### src/rtl/countdown100.sv
// ---------------------------------------------------------------------------
// countdown100
//
// Two-digit BCD countdown timer (99..00) with a programmable prescaler.
// A preset is loaded with LOAD. START begins counting down from IDLE. PAUSE
// freezes the count while running. BR pulses for one cycle when the count
// reaches 00 from a nonzero value.
//
// Parameters
//   PRESCALE     un-paused RUN cycles per decrement, 1..1023
//
// Ports
//   CLK          clock, all state changes on the rising edge
//   RST          synchronous active-high reset
//   LOAD         load LOAD_FIRST/LOAD_SECOND (clamped to 9) and go IDLE
//   LOAD_FIRST   BCD preset for the tens digit
//   LOAD_SECOND  BCD preset for the ones digit
//   START        begin the countdown (only honoured in IDLE)
//   PAUSE        level-sensitive hold while running
//   CNT_first    current tens digit (registered)
//   CNT_second   current ones digit (registered)
//   BR           one-cycle borrow pulse, coincident with the first 00
//   BUSY         high while in RUN
//   ZERO         high while in DONE
// ---------------------------------------------------------------------------
module countdown100 #(
   parameter int PRESCALE = 1
) (
   input  logic       CLK,
   input  logic       RST,
   input  logic       LOAD,
   input  logic [3:0] LOAD_FIRST,
   input  logic [3:0] LOAD_SECOND,
   input  logic       START,
   input  logic       PAUSE,
   output logic [3:0] CNT_first,
   output logic [3:0] CNT_second,
   output logic       BR,
   output logic       BUSY,
   output logic       ZERO
);

   typedef enum logic [1:0] {
      IDLE = 2'd0,
      RUN  = 2'd1,
      DONE = 2'd2
   } stateType;

   // The prescaler counts 0..PRESCALE-1; the decrement happens in the cycle
   // where it sits on its last phase.
   localparam logic [9:0] LastPhase = 10'(PRESCALE - 1);

   stateType   state;
   logic [9:0] prescaleCnt;

   logic       tickNow;
   logic       countIsOne;
   logic       countIsZero;
   logic [3:0] decFirst;
   logic [3:0] decSecond;

   // Presets above 9 are not valid BCD, so they saturate to 9 on load.
   function automatic logic [3:0] clampDigit(input logic [3:0] digit);
      return (digit > 4'd9) ? 4'd9 : digit;
   endfunction

   // Tick detection and the BCD decrement of the current count. The
   // decrement is only used while running, and RUN is never entered or kept
   // with a count of 00, so the tens digit never underflows here.
   always_comb begin
      tickNow     = (state == RUN) && !PAUSE && (prescaleCnt == LastPhase);
      countIsOne  = (CNT_first == 4'd0) && (CNT_second == 4'd1);
      countIsZero = (CNT_first == 4'd0) && (CNT_second == 4'd0);
      decFirst    = CNT_first;
      decSecond   = CNT_second;
      if (CNT_second != 4'd0) begin
         decSecond = CNT_second - 4'd1;
      end else begin
         decSecond = 4'd9;
         decFirst  = CNT_first - 4'd1;
      end
   end

   // Main state machine. Every output is a register written here, so nothing
   // combinational reaches the ports. Priority is reset, then LOAD, then the
   // per-state START/PAUSE handling. BR defaults low each cycle so it can
   // only ever be a single-cycle pulse, and a LOAD that lands on the final
   // tick overrides the tick, so no borrow is produced in that case.
   always_ff @(posedge CLK) begin
      if (RST) begin
         state       <= IDLE;
         prescaleCnt <= '0;
         CNT_first   <= 4'd0;
         CNT_second  <= 4'd0;
         BR          <= 1'b0;
         BUSY        <= 1'b0;
         ZERO        <= 1'b0;
      end else if (LOAD) begin
         state       <= IDLE;
         prescaleCnt <= '0;
         CNT_first   <= clampDigit(LOAD_FIRST);
         CNT_second  <= clampDigit(LOAD_SECOND);
         BR          <= 1'b0;
         BUSY        <= 1'b0;
         ZERO        <= 1'b0;
      end else begin
         BR <= 1'b0;
         case (state)
            IDLE: begin
               if (START) begin
                  prescaleCnt <= '0;
                  if (countIsZero) begin
                     state <= DONE;
                     ZERO  <= 1'b1;
                  end else begin
                     state <= RUN;
                     BUSY  <= 1'b1;
                  end
               end
            end
            RUN: begin
               if (tickNow) begin
                  prescaleCnt <= '0;
                  CNT_first   <= decFirst;
                  CNT_second  <= decSecond;
                  if (countIsOne) begin
                     state <= DONE;
                     BR    <= 1'b1;
                     BUSY  <= 1'b0;
                     ZERO  <= 1'b1;
                  end
               end else if (!PAUSE) begin
                  prescaleCnt <= prescaleCnt + 10'd1;
               end
            end
            DONE: begin
               prescaleCnt <= '0;
            end
            default: begin
               state <= IDLE;
               BUSY  <= 1'b0;
               ZERO  <= 1'b0;
            end
         endcase
      end
   end

endmodule

### config.mk
export PLATFORM = sky130hd
export DESIGN_NAME = countdown100
export DESIGN_NICKNAME = d
export VERILOG_FILES = /design/src/rtl/countdown100.sv
export SDC_FILE = /design/constraint.sdc
export NUM_CORES = 1
export LEC_CHECK = 0
export ABC_AREA = 1
export CORE_MARGIN = 2
export CORE_UTILIZATION = 34
export CTS_CLUSTER_DIAMETER = 40
export DETAILED_ROUTE_END_ITERATION = 10
export GPL_ROUTABILITY_DRIVEN = 1
export PLACE_DENSITY_LB_ADDON = 0.05
export SLEW_MARGIN = 20
export SYNTH_ARGS = -nofsm -noshare
export SYNTH_HDL_FRONTEND = slang
export SYNTH_SLANG_ARGS = --single-unit
### constraint.sdc
create_clock -name CLK -period 2.55 [get_ports CLK]
set_input_delay 0.255 -clock CLK [delete_from_list [all_inputs] [get_ports CLK]]
set_output_delay 0.255 -clock CLK [all_outputs]
set_load 0.02 [all_outputs]
# == After elaboration in Yosys (flattened, before gate mapping) ==
# Index checks and enable logic that the tools add are counted.
# word_totals
inputBits,13
regBits,23
word_cells,76
# op_classes
add_sub_neg,3
n_eq_ne,10
n_lt_le_gt_ge,2
muxes,30
reduce_logical,21
bitwise,3
# op_table
op,count
4-bit 2-to-1 mux,10
10-bit 2-to-1 mux,3
10-bit case mux with 3 select lines,1
2-bit != test (second input constant),6
10-bit by 1-bit adder with 10-bit output (second input constant),1
10-bit zero test,1
5-bit AND reduction,2
1-bit 2-to-1 mux,9
4-bit > comparator (second input constant),2
4-bit zero test,2
2-bit 2-to-1 mux,4
4-bit by 1-bit subtractor with 4-bit output (second input constant),2
1-bit case mux with 3 select lines,2
2-bit case mux with 3 select lines,1
3-bit AND reduction,2
4-bit by 1-bit == test with 1-bit output (second input constant),1
1-bit logical AND,4
4-bit AND reduction,1
2-bit nonzero test,2
4-bit nonzero test,1
4-bit OR reduction,1
3-bit != test (second input constant),1
1-bit NOT,3
3-bit nonzero test,1
6 further kinds,6

# == Longest topological paths before layout ==
# logic_depth
word_depth,6
mapped_depth,10
mapped_depth_nobuf,10

# == Least setup slack after synthesis ==
# No wires, ideal clock.
# synth_path
path_type,flip-flop to flip-flop
from,register prescaleCnt[0]
to,register CNT_first[2]
required_time_ns,2.426
slack_ns,1.228
path_stages_with_launch,10
synth_period_minus_slack_ns,1.322
setup_ns,0.124
arrival_ns,1.198
path_cell_list,dfxtp_1 -> inv_1 -> ha_1 -> nand2_1 -> nor2_1 -> nand3_2 -> nand2_4 -> nand2_2 -> o21ai_0 -> nor2_1
# synth_via
elab_chain_len,4
# synth_rtl
element,line_no,rtl
from (decl),54,logic [9:0] prescaleCnt;
from (signal assigned),133,prescaleCnt <= prescaleCnt + 10'd1;
10-bit zero test,71,tickNow = (state == RUN) && !PAUSE && (prescaleCnt == LastPhase);
1-bit logical AND,71,
2-bit nonzero test (no source line),--,
3-bit AND reduction (no source line),--,
to (signal assigned),101,CNT_first <= clampDigit(LOAD_FIRST);
to (signal assigned),124,CNT_first <= decFirst;
to (decl),36,"output logic [3:0] CNT_first,"
# No other way between the ends.
# A chain may end at the register's enable or synchronous reset.

# == Final worst setup path ==
# layout_path
from,register CNT_second[0]
to,output CNT_second[0]
# layout_lines
element,line_no,rtl
from (decl),37,"output logic [3:0] CNT_second,"
from (signal assigned),102,CNT_second <= clampDigit(LOAD_SECOND);
from (signal assigned),125,CNT_second <= decSecond;
# No word-level cell between the ends.

==> key figures <==
Status
  – Outcome: complete, no violations

Min path
  – Hold Path Class: reg2reg
  – Hold Path Cell Cnt: 2
  – Min-Delay Startpoint: ZERO
  – Hold endpoint: ZERO

Worst setup path
  – R2R depth: 9
  – CP max FO: 6
  – R2R Path End: CNT_first[2]
  – CP endpoint kind: output pin
  – Worst path bufs/invs: 1
  – Crit-path cells: clkdlybuf4s50_1
  – Critical path class: reg2out
  – Worst R2R Start: prescaleCnt[0]
  – Crit path DAT: about 1.3 ns
  – Critical-path cell with the highest stage delay: clkdlybuf4s50_1
  – Reg2Reg Setup Slack: 1.02 ns
  – Slowest stage delay, CP: 0.63 ns
  – Startpoint types: flip-flop
  – Req. time, crit path: 2.30 ns
  – CP top delay family: buffers and inverters

Synthesis
  – Mux contribution to synthesized area: 0
  – Most used DFF post-synth: dfxtp_1
  – Synth warn: 0
  – Syn_nets: 227
  – Post-synth ARST share: 0
  – Cells after Synth: 210
  – Number of different library cells in the post-synthesis netlist: 29
  – Synthesized area per cell: 6.54 sq um
  – Largest family of logic cells by synthesized area: simple AND/OR/NAND/NOR gates
  – Compound-Gate Fraction of Synth Area: 0.117
  – #FFs+latches synth: 23
  – Post-Syn Area: 1370 sq um
  – Post-Synth Simple-Gate Area: 0.393
  – Register area share after synthesis: 0.335
  – Post-Synth XOR/XNOR Area: 0.0191
  – Post-synth EDFFs: 0
  – Area share of fa/ha/maj cells after synthesis: 0.0364

STA
  – Final setup violation count: 0
  – Max Slew Vio Count: 0
  – Setup TNS: 0 ns
  – Slew margin rel.: 0.773
  – Fmax: 638 MHz
  – Tcrit/Tclk final: 0.614
  – Least-Margin Pin Slew: 0.340 ns
  – RSZ-0062 raised after global routing: no
  – Clk_skew: approximately 0.0032 ns
  – Setup slack after layout: 0.983 ns
  – Final worst path period need: 1.57 ns
  – Final Hold Viols: 0

Routing
  – # DRC: 0
  – Drt via density: 4.64
  – Routed WL: 3060 um
  – First DRT Iteration DRCs: 51
  – Final ANT Viol Nets: 0
  – WL per Instance: ~11 um
  – Drt pass-1 iters: 4
  – Total vias in the final route: 1326

Global route
  – Antenna violations before repair: 0
  – GRT Util Overall: 0.153
  – Largest net degree at the start of global routing: 13
  – Grt ovf: 0
  – Vias in the first global route: 1291
  – First-pass GRT wire length: 5370 um

Final layout
  – ANT cells: 0
  – Most frequent cells in the layout: nand2_1 (43), nor2_1 (37), inv_1 (30), dfxtp_1 (23), clkdlybuf4s50_1 (23)
  – P&R area growth vs syn: 24.3%
  – Filler cell count: 437
  – Final Cell Area: 1710 sq um
  – Final-stage net count: approximately 250
  – Layout cells sized above 1: 0.0805
  – Most common cell after layout, fill and taps aside: nand2_1

Placed design
  – Detailed Place HPWL: approximately 2500 um
  – # port buffers: 23
  – Area after DPL: between 1500 and 2000 sq um
  – Placer Congestion: 0.832
  – Pre-CTS setup slack: 0.748 ns

Clock tree
  – Clock-pin slew on the worst setup and hold paths: around 0.080 ns
  – CTS Buf Count: 3
  – Clk_lat worst skew: 0.26 ns
  – CTS tree: built
  – # Post-CTS Setup Buffers: 0
  – Max H-tree Level: 1
  – Post-CTS sizing: 0
  – Root Driver: clkbuf_8
  – Clock Sinks: 23
  – # hold bufs at CTS: 0
  – Clk buf depth: 2

Die
  – Starting Density: 0.348
  – # rows: 23
  – Io pins: 24
  – Die ar.: 4570 sq um
  – Die width: slightly below 70 um
  – Chip height: 67.6 um
  – Core ar.: roughly 3900 sq um

Pwr
  – Power Density: 499 nW/um^2
  – Peak VDD IR: about 0.22 mV
  – LEAKAGE: a little over 0.7 nW

Run
  – Count of max-cap constraint violations: 0
-- cells in the mapped netlist, types with 2 or more instances --
cell / number / area [sq um]
nand2_4: 2 / 22.5
a22oi_1: 2 / 15.0
dfxtp_1: 23 / 460
nand2_1: 43 / 161
inv_1: 30 / 113
xor2_1: 2 / 17.5
ha_1: 4 / 50.1
nor3_1: 8 / 40.0
a21oi_1: 12 / 60.1
nor2_1: 37 / 139
inv_2: 3 / 11.3
nand3_1: 7 / 35.0
nand2_2: 4 / 25.0
o21ai_0: 13 / 65.1
nor3b_1: 3 / 22.5
nand4_1: 4 / 25.0
-- per-layer routing --
metal / part of all wire / global-route usage / vias up / routed length [um]
met3: 0.036 / 0.0417 / 6 / 109
li1: - / - / 718 / -
met1: 0.46 / 0.178 / 581 / 1390
met5: 0 / 0 / - / 0
met4: 0.012 / 0.0383 / 0 / 36
met2: 0.50 / 0.276 / 21 / 1520
-- power breakdown --
group	internal [mW]	leakage, nW	switching, mW	total, mW
combinational	0.0964	0.514	0.133	0.229
clock	0.111	0.0228	0.113	0.224
sequential	0.378	0.187	0.0205	0.398
total	0.586	0.725	0.266	0.852
-- state kept, by name (all words and copies together), names as in the netlist --
| signal | cells |
|---|---|
| BUSY | 1 |
| CNT_first | 4 |
| ZERO | 1 |
| prescaleCnt | 10 |
| CNT_second | 4 |
| BR | 1 |
| state | 2 |
-- how the worst max path moves through the flow --
stage | slack [ns] | start | endpoint | cells after the start
2_1_floorplan | 1.23 | prescaleCnt[0] | CNT_first[2] | 9
3_3_place_gp | 0.64 | LOAD | CNT_second[1] | 7
3_5_place_dp | 0.75 | LOAD | CNT_second[1] | 7
4_1_cts | 0.96 | CNT_second[0] | CNT_second[0] | 1
5_1_grt | 0.80 | prescaleCnt[0] | CNT_first[2] | 9
6_report | 0.98 | CNT_second[0] | CNT_second[0] | 1
-- cell families after synthesis --
kind of cell               after synthesis
and+or+nand+nor                        115
buffers and inverters                   35
AOI/OAI and AO/OA                       30
DFF                                     23
adders and majority gates                4
xor gates and xnor gates                 3
-- final cells by class --
type / instances / area, sq um / share of cell area
Multi-Input combinational cell: 152 / 777 / 0.455
Sequential cell: 23 / 460 / 0.270
Timing Repair Buffer: 23 / 230 / 0.135
Inverter: 34 / 133 / 0.0777
Tap cell: 50 / 62.6 / 0.0366
Clock buffer: 4 / 45.0 / 0.0264
-- worst reg2reg max path, stage by stage, from the launching register on --
cell and delay, ns:
dfxtp_1 0.34, inv_1 0.08, ha_1 0.16, nand2_1 0.06, nor2_1 0.17, nand3_2 0.15, nand2_4 0.12, nand2_2 0.11
o21ai_0 0.17, nor2_1 0.06
-- stage by stage --
step           std cells  hold slack, ns  total power [mW]  utilization
2_1_floorplan        210           0.334             0.555            -
3_3_place_gp         282           0.441             0.644        0.422
3_5_place_dp         282           0.453             0.639        0.422
4_1_cts              286           0.466             0.868        0.433
5_1_grt              286           0.491             0.920        0.433
6_report             286           0.457             0.852        0.433
No activity file was read; power rests on OpenSTA's default activity.
